File: config.mk
export PLATFORM = sky130hd
export DESIGN_NAME = bus_regfile_ctrl
export DESIGN_NICKNAME = d
export VERILOG_FILES = /design/src/rtl/bus_regfile_ctrl_pkg.sv /design/src/rtl/bus_regfile_ctrl_reg_bank.sv /design/src/rtl/bus_regfile_ctrl.sv
export SDC_FILE = /design/constraint.sdc
export NUM_CORES = 1
export LEC_CHECK = 0
export ABC_CLOCK_PERIOD_IN_PS = 2200
export CORE_MARGIN = 5
export CORE_UTILIZATION = 46
export CTS_BUF_LIST = sky130_fd_sc_hd__clkbuf_8
export CTS_CLUSTER_SIZE = 28
export DETAILED_ROUTE_END_ITERATION = 12
export PLACE_DENSITY = 0.66
export REMOVE_ABC_BUFFERS = 1
export SLEW_MARGIN = 20
export SYNTH_ARGS = -nofsm -noshare
export SYNTH_HDL_FRONTEND = slang
export SYNTH_SLANG_ARGS = --single-unit
File: constraint.sdc
create_clock -name Clock -period 2.2 [get_ports Clock]
set_input_delay 0.33 -clock Clock [delete_from_list [all_inputs] [get_ports Clock]]
set_output_delay 0.33 -clock Clock [all_outputs]
set_load 0.005 [all_outputs]
File: src/rtl/bus_regfile_ctrl_pkg.sv
// Shared types for the bus register-file controller: op codes, FSM states
// and small op-classification helpers used by the controller.
package bus_regfile_pkg;

  localparam int OP_W = 3;

  typedef enum logic [OP_W-1:0] {
    OP_NOP    = 3'b000,
    OP_WRITE  = 3'b001,
    OP_READ   = 3'b010,
    OP_MOVE   = 3'b011,
    OP_LDACC  = 3'b100,
    OP_ADDACC = 3'b101,
    OP_STACC  = 3'b110,
    OP_CLRACC = 3'b111
  } op_t;

  typedef enum logic [1:0] {
    IDLE   = 2'd0,
    BUS    = 2'd1,
    COMMIT = 2'd2
  } state_t;

  // Ops whose bus source is a general register selected by SrcAddr.
  function automatic logic op_reads_reg(op_t op);
    return op inside {OP_READ, OP_MOVE, OP_LDACC, OP_ADDACC};
  endfunction

  // Ops whose destination is a general register selected by DstAddr.
  function automatic logic op_writes_reg(op_t op);
    return op inside {OP_WRITE, OP_MOVE, OP_STACC};
  endfunction

endpackage

File: src/rtl/bus_regfile_ctrl_reg_bank.sv
// NREG x WIDTH general register array: one combinational read port, one
// synchronous write port. Addresses beyond NREG read as 0 and never write;
// the controller is responsible for flagging them.
module reg_bank #(
  parameter int WIDTH  = 8,
  parameter int NREG   = 4,
  parameter int ADDR_W = 2
) (
  input  logic              clk,
  input  logic              rst,
  input  logic [ADDR_W-1:0] rd_addr,
  output logic [WIDTH-1:0]  rd_data,
  input  logic              wr_en,
  input  logic [ADDR_W-1:0] wr_addr,
  input  logic [WIDTH-1:0]  wr_data
);

  logic [WIDTH-1:0] mem [NREG];

  // Read port: decoded compare per entry so an unused address code never
  // indexes past the array.
  always_comb begin
    rd_data = '0;
    for (int i = 0; i < NREG; i++) begin
      if (rd_addr == ADDR_W'(i)) rd_data = mem[i];
    end
  end

  // Write port with synchronous clear.
  always_ff @(posedge clk) begin
    if (rst) begin
      for (int i = 0; i < NREG; i++) mem[i] <= '0;
    end else if (wr_en) begin
      for (int i = 0; i < NREG; i++) begin
        if (wr_addr == ADDR_W'(i)) mem[i] <= wr_data;
      end
    end
  end

endmodule

File: src/rtl/bus_regfile_ctrl.sv
// Register bank plus accumulator on one internal bus, sequenced by a
// three-state FSM. One host operation per Start; Done/Err pulse in the
// first IDLE cycle after COMMIT.
//
//   state  | meaning
//   -------+------------------------------------------------------------
//   IDLE   | waiting for Start; request fields latched on acceptance
//   BUS    | one source drives the bus, value captured into bus_q
//   COMMIT | destination updated from bus_q, Done/Err raised for next cycle
module bus_regfile_ctrl
  import bus_regfile_pkg::*;
#(
  parameter int WIDTH  = 8,
  parameter int NREG   = 4,
  parameter int ADDR_W = (NREG > 1) ? $clog2(NREG) : 1
) (
  input  logic              Clock,
  input  logic              Reset,
  input  logic              Start,
  input  logic [OP_W-1:0]   Op,
  input  logic [ADDR_W-1:0] SrcAddr,
  input  logic [ADDR_W-1:0] DstAddr,
  input  logic [WIDTH-1:0]  DinExt,
  output logic [WIDTH-1:0]  DoutExt,
  output logic              DoutEn,
  output logic              Busy,
  output logic              Done,
  output logic              Err,
  output logic [WIDTH-1:0]  AccOut,
  output logic              Carry
);

  // One extra bit so NREG itself is representable for the range compare.
  localparam logic [ADDR_W:0] NREG_LIM = (ADDR_W + 1)'(NREG);

  state_t            state;
  op_t               op_q;
  logic [ADDR_W-1:0] src_q;
  logic [ADDR_W-1:0] dst_q;
  logic [WIDTH-1:0]  din_q;
  logic [WIDTH-1:0]  bus_q;
  logic [WIDTH-1:0]  acc;
  logic              carry;
  logic [WIDTH-1:0]  dout;
  logic              dout_en;
  logic              busy;
  logic              done;
  logic              err;

  logic              src_ok;
  logic              dst_ok;
  logic              addr_err;
  logic              bank_we;
  logic [WIDTH-1:0]  rd_data;
  logic [WIDTH-1:0]  bus_val;
  logic [WIDTH:0]    sum;

  assign src_ok   = {1'b0, src_q} < NREG_LIM;
  assign dst_ok   = {1'b0, dst_q} < NREG_LIM;
  assign addr_err = (op_reads_reg(op_q) && !src_ok) ||
                    (op_writes_reg(op_q) && !dst_ok);
  assign bank_we  = (state == COMMIT) && op_writes_reg(op_q) && dst_ok;
  assign sum      = {1'b0, acc} + {1'b0, bus_q};

  reg_bank #(
    .WIDTH  (WIDTH),
    .NREG   (NREG),
    .ADDR_W (ADDR_W)
  ) u_reg_bank (
    .clk     (Clock),
    .rst     (Reset),
    .rd_addr (src_q),
    .rd_data (rd_data),
    .wr_en   (bank_we),
    .wr_addr (dst_q),
    .wr_data (bus_q)
  );

  // Internal bus mux: exactly one source per op, 0 when nothing drives it.
  always_comb begin
    bus_val = '0;
    case (op_q)
      OP_WRITE:                               bus_val = din_q;
      OP_READ, OP_MOVE, OP_LDACC, OP_ADDACC:  bus_val = src_ok ? rd_data : '0;
      OP_STACC:                               bus_val = acc;
      default:                                bus_val = '0;
    endcase
  end

  // Sequencer with registered handshake, accumulator and pad outputs.
  always_ff @(posedge Clock) begin
    if (Reset) begin
      state   <= IDLE;
      op_q    <= OP_NOP;
      src_q   <= '0;
      dst_q   <= '0;
      din_q   <= '0;
      bus_q   <= '0;
      acc     <= '0;
      carry   <= 1'b0;
      dout    <= '0;
      dout_en <= 1'b0;
      busy    <= 1'b0;
      done    <= 1'b0;
      err     <= 1'b0;
    end else begin
      done <= 1'b0;
      err  <= 1'b0;
      case (state)
        IDLE: begin
          if (Start) begin
            op_q    <= op_t'(Op);
            src_q   <= SrcAddr;
            dst_q   <= DstAddr;
            din_q   <= DinExt;
            dout_en <= 1'b0;
            busy    <= 1'b1;
            state   <= BUS;
          end
        end
        BUS: begin
          bus_q <= bus_val;
          state <= COMMIT;
        end
        COMMIT: begin
          case (op_q)
            OP_READ: begin
              dout    <= bus_q;
              dout_en <= 1'b1;
            end
            OP_LDACC: begin
              acc   <= bus_q;
              carry <= 1'b0;
            end
            OP_ADDACC: begin
              acc   <= sum[WIDTH-1:0];
              carry <= sum[WIDTH];
            end
            OP_CLRACC: begin
              acc   <= '0;
              carry <= 1'b0;
            end
            default: ;
          endcase
          done  <= 1'b1;
          err   <= addr_err;
          busy  <= 1'b0;
          state <= IDLE;
        end
        default: begin
          busy  <= 1'b0;
          state <= IDLE;
        end
      endcase
    end
  end

  assign DoutExt = dout;
  assign DoutEn  = dout_en;
  assign Busy    = busy;
  assign Done    = done;
  assign Err     = err;
  assign AccOut  = acc;
  assign Carry   = carry;

endmodule

* Word-level counts from Yosys, hierarchy flattened
Memories as Yosys holds them, arrays and structs flattened.
Index checks and enable logic that the tools add are counted.
** Operators by class
- Add/subtract/negate cells :: 1
- Eq/ne operators :: 17
- Multiplexer cells :: 37
- Bitwise operators :: 5
- Reduce and logical (&&, ||, !) cells :: 16
** Operators by type and width (number)
- $mux 8 :: 8
- $pmux 8 s3 :: 2
- $mux 1 :: 22
- $eq 3x3->1 const B :: 4
- $eq 2x2->1 const B :: 5
- $reduce_and 2->1 :: 5
- $add 8x8->9 :: 1
- $eq 2x1->1 const B :: 3
- $eq 3x2->1 const B :: 2
- $logic_not 2->1 :: 3
- $pmux 1 s2 :: 3
- $reduce_bool 3->1 :: 2
- $ne 2x2->1 const B :: 2
- $or 1x1->1 :: 4
- $pmux 2 s2 :: 1
- $reduce_bool 2->1 :: 2
- $reduce_or 4->1 :: 1
- $eq 3x1->1 const B :: 1
- $reduce_and 3->1 :: 1
- $mux 2 :: 1
- $reduce_or 2->1 :: 1
- $logic_and 1x1->1 :: 1
- $not 1->1 :: 1
** Storage, ports and cells
- Register bits :: 45
- Bits in writable memories :: 32
- Word-level logic and storage cells :: 89
- Memories kept :: 1
** Memory list
- u_reg_bank.mem :: words 4, bits a word 8, read ports 4, clocked after memory_dff 0, wr ports 4, line bus_regfile_ctrl_reg_bank.sv:18 : logic [WIDTH-1:0] mem [NREG];

* Longest topological paths before layout
- Depth after elaboration :: 7
- Depth in mapped cells :: 7

* Modules after synthesis
Synthesis repeated with hierarchy kept, for this count alone.
** Unflattened totals
- Cells, all modules :: 375
- Area total of the unflattened synthesis :: 3739.8 µm²
** Modules (own cells, without submodules)
- bus_regfile_ctrl :: times used 1, cells an instance 279, area an instance 2322.2 µm², seq. area each 900.9 µm²
- reg_bank :: times used 1, cells an instance 96, area an instance 1417.6 µm², seq. area each 960.9 µm²

* Worst setup path before layout
OpenSTA, ideal clock, no wires.
- Kind :: register to register
- Start point :: register acc[0], in the netlist AccOut[0]
- End point :: register carry, in the netlist Carry
- Library setup time :: 0.122 ns
- Data arrival time :: 1.928 ns
- Path slack :: 0.151 ns
- Stages on the path, launching flop included :: 7
- Buffers on the path :: 0
- Clock period less this slack :: 2.049 ns
- Cells stage by stage :: dfxtp_1 ha_1 fa_1 a211o_1 a211oi_1 nor3b_1 o311a_1
** On the way
- Word-level cells in the longest chain between the ends :: 2
** RTL lines
- start: declaration :: line bus_regfile_ctrl.sv:42 : logic [WIDTH-1:0] acc;
- start signal: assignment :: line bus_regfile_ctrl.sv:132 : acc <= bus_q;
- start signal: assignment :: line bus_regfile_ctrl.sv:136 : acc <= sum[WIDTH-1:0];
- $add 8x8->9 :: line bus_regfile_ctrl.sv:63 : assign sum = {1'b0, acc} + {1'b0, bus_q};
- $pmux 1 s2 :: line bus_regfile_ctrl.sv:126 : case (op_q)
- end signal: assignment :: line bus_regfile_ctrl.sv:137 : carry <= sum[WIDTH];
- end: declaration :: line bus_regfile_ctrl.sv:43 : logic carry;
Every way passes these cells.
A chain may end at the register's enable or synchronous reset.

* Final worst setup path
Same ends and word-level chain as after synthesis.

==> reports/results.ini <==
[floorplan]
initial_utilization_pct = 47.1
num_rows = 32
io_pins = 39
coreArea_mm2 = 0.00773
dieArea_mm2 = 0.00980
chipHeight_um = 99.0
die_width_um = 99.0

[logic_synthesis]
synthXorXnorAreaFrac_pct = 0.481
synth.distinct_cells = 47
ys_warn_count = 0
synth_compound_area_share_pct = 13.8
synth_top_area_cell = edfxtp_1
synth_area_mm2 = 0.00364
synth_area_per_cell_um2 = 10.2
synthAdderAreaFrac_pct = 3.30
synth_top_family_by_area = simple AND/OR/NAND/NOR gates
ys_seq_elements = 77
syn_inst = 358
yosysSeqAreaShare_pct = 51.1
synthMuxAreaShare_pct = 7.69
synthTopCellsByArea = edfxtp_1 (26%), dfxtp_1 (25%), nor2_1 (6.0%), mux4_2 (4.9%), a21oi_1 (4.5%)
synth_top_cell_area_share_pct = 26.4
synthSimpleGateAreaFrac_pct = 19.9

[worst_setup_path]
critPathLaunchType = flip-flop
critPathKind = reg2reg
arrival_ns = 2.38
crit_required_ns = 2.45
cp_max_fo = 3
timing.reg2reg.worst_path_depth = 6
endpoint_kind = flip-flop

[clocking]
cts_tree = done
cts_root_buf = clkbuf_8
hold_buffers = 0
clock_latency_ns = 0.35
clk_pin_slew_ns = 0.08
cts_sinks = 77
htreeDepth = 3
cts_made_buffers = 9
clockBufferDepth = 2

[pwr]
power_frac_seq_pct = 51.1
switching_share_pct = 24.2
p_comb_share_pct = 9.9
worst_ir_drop_vdd_mv = 0.314
clock_power_share_pct = 39.0
power.switching_uw = 746
power_leakage_uw = 0.00172
power_density_mw_per_mm2 = 696
internal-power_uw = 2340

[drt]
routed_wl_mm = 9.37
vias = 2883
ant_nets = 0
dr.first_iter.drc_count = 201
wl_per_cell_um = 18.2
drcViolationCount = 0
drtPass1Iterations = 4
avgViaCountPerCell = 5.61

[cells_and_area]
num_antenna_cells = 0
multi_input_area_mm2 = 0.00167
nets = 434
drive_above_1_share_pct = 12.9
final_util_pct = 57.3
layout_commonest_cell = nor2_1
area_growth_pct = 21.6
fillers = 675
final_cell_mix = nor2_1 (58), dfxtp_1 (45), nand2_1 (37), clkdlybuf4s50_1 (36), a21oi_1 (33)
seq_area_mm2 = 0.00186
fin_area_mm2 = 0.00443

[grt]
grt_pass1_wl_mm = 15.4
grt_util_met3_pct = 4.74
grt_antenna_before_repair = 0
grt_util_all_layers_pct = 20.2
grt_max_degree = 26
busiest_layer = met2
met2_usage_pct = 31.5
grt-ovfl-total = 0
grt_pass1_vias = 2943
grt_use_met1_pct = 27.6

[timing]
tightest_slew_ns = 0.652
setup_viol = 0
fmax_mhz = 469
slew_violations = 0
rsz0062_at_grt = false
clock-skew-final_ns = 0.0133
relSlewSlack_pct = 56.3
fin_crit_sh_pct = 97.0
finalHoldViolations = 0
min_period_ns = 2.13

[placed_design]
dp_hpwl_mm = 6.69
portBuffers = 37
place_area_mm2 = 0.00420
routabilityCongestion = 0.918

[outcome]
status = complete, no violations

[hold_path]
hold_class = in2reg
whs_path_depth = 2

[flow_run]
max-cap-violations = 0

[cells by family after synthesis]
family | after synthesis
XOR/XNOR | 2
adder cells (fa/ha/maj) | 9
flip-flops | 77
AO/OA/AOI/OAI | 74
multiplexers | 18
buffers and inverters | 27
other | 1
AND/OR/NAND/NOR | 150
[flip-flops by register name, summed over array words and instances (netlist names)]
signal,cells
AccOut,8
Done,1
bus_q,8
u_reg_bank.mem,32
Busy,1
op_q,3
dst_q,2
src_q,2
Carry,1
din_q,8
DoutEn,1
state,2
DoutExt,8
[power by group through the flow]
stage                     sequential (uW)  combinational (uW)  clock (uW)
after floorplan                      1610                 153           0
after global placement               1610                 297           0
after detailed placement             1610                 303           0
after CTS                            1580                 304        1220
after global routing                 1580                 334        1280
final                                1580                 305        1200
[synth_stat cells (all sizes together)]
library cell and count:
xor2 2, nand3b 3, a2111oi 2, and3b 3, a221o 8, and2 7, o311a 1, and2b 1
or3 2, dfxtp 45, o211ai 2, a31oi 1, nor2b 1, o221ai 1, a211o 5, nand2b 11
a211oi 7, buf 13, nor3b 6, or4 4, conb 1, a21oi 33, fa 1, and3 2
clkbuf 8, or2 1, nand2 37, mux2i 10, a21o 3, mux4 8, o21a 2, edfxtp 32
nor2 58, inv 6, a22oi 3, nand3 4, ha 8, nor3 10, o21ai 4, o2111ai 2
[final timing paths]
kind	from	end	slack, ns
min reg2reg	din_q[3]	din_q[3]	0.46
min	Reset	DoutExt[5]	0.38
max	AccOut[0]	Carry	0.07
max reg2reg	AccOut[0]	Carry	0.07
[critical path: stages (launching register included)]
cell and delay (ns):
dfxtp_1 0.32, ha_1 0.24, fa_1 0.43, a211o_1 0.31, a211oi_2 0.30, nor3b_1 0.10
o311a_1 0.33
[per-layer routing]
layer	part of all wire (%)	up-vias	routed length, um
met5	0	-	0
met1	45	1384	4230
met2	47	92	4410
li1	-	1393	-
met3	6.2	14	577
met4	1.6	0	154
[repair_timing]
action                                  CTS  global route
endpoints found under the setup margin    1             0
resized for setup                         1             0
setup buffers                             0             0
[metrics by stage]
step | hold WS, ns | power (uW) | TNS, ns | worst slack (ns) | instances
after floorplan | 0.399 | 1760 | 0 | 0.0333 | 337
after global placement | 0.443 | 1900 | 0 | 0.0311 | 498
after detailed placement | 0.451 | 1910 | -0.0265 | -0.0265 | 498
after CTS | 0.367 | 3100 | 0 | 0.0935 | 514
after global routing | 0.396 | 3200 | 0 | 0.0227 | 514
final | 0.382 | 3090 | 0 | 0.0658 | 514
[final cells by class]
cell class / count / area share [%]
Tap cell: 102 / 2.88
Clock inverter: 6 / 1.92
Clock buffer: 10 / 3.11
Sequential cell: 77 / 42.0
Timing Repair Buffer: 59 / 12.0
Multi-Input combinational cell: 254 / 37.6
Inverter: 6 / 0.508
Power figures use the tool's default switching activity.
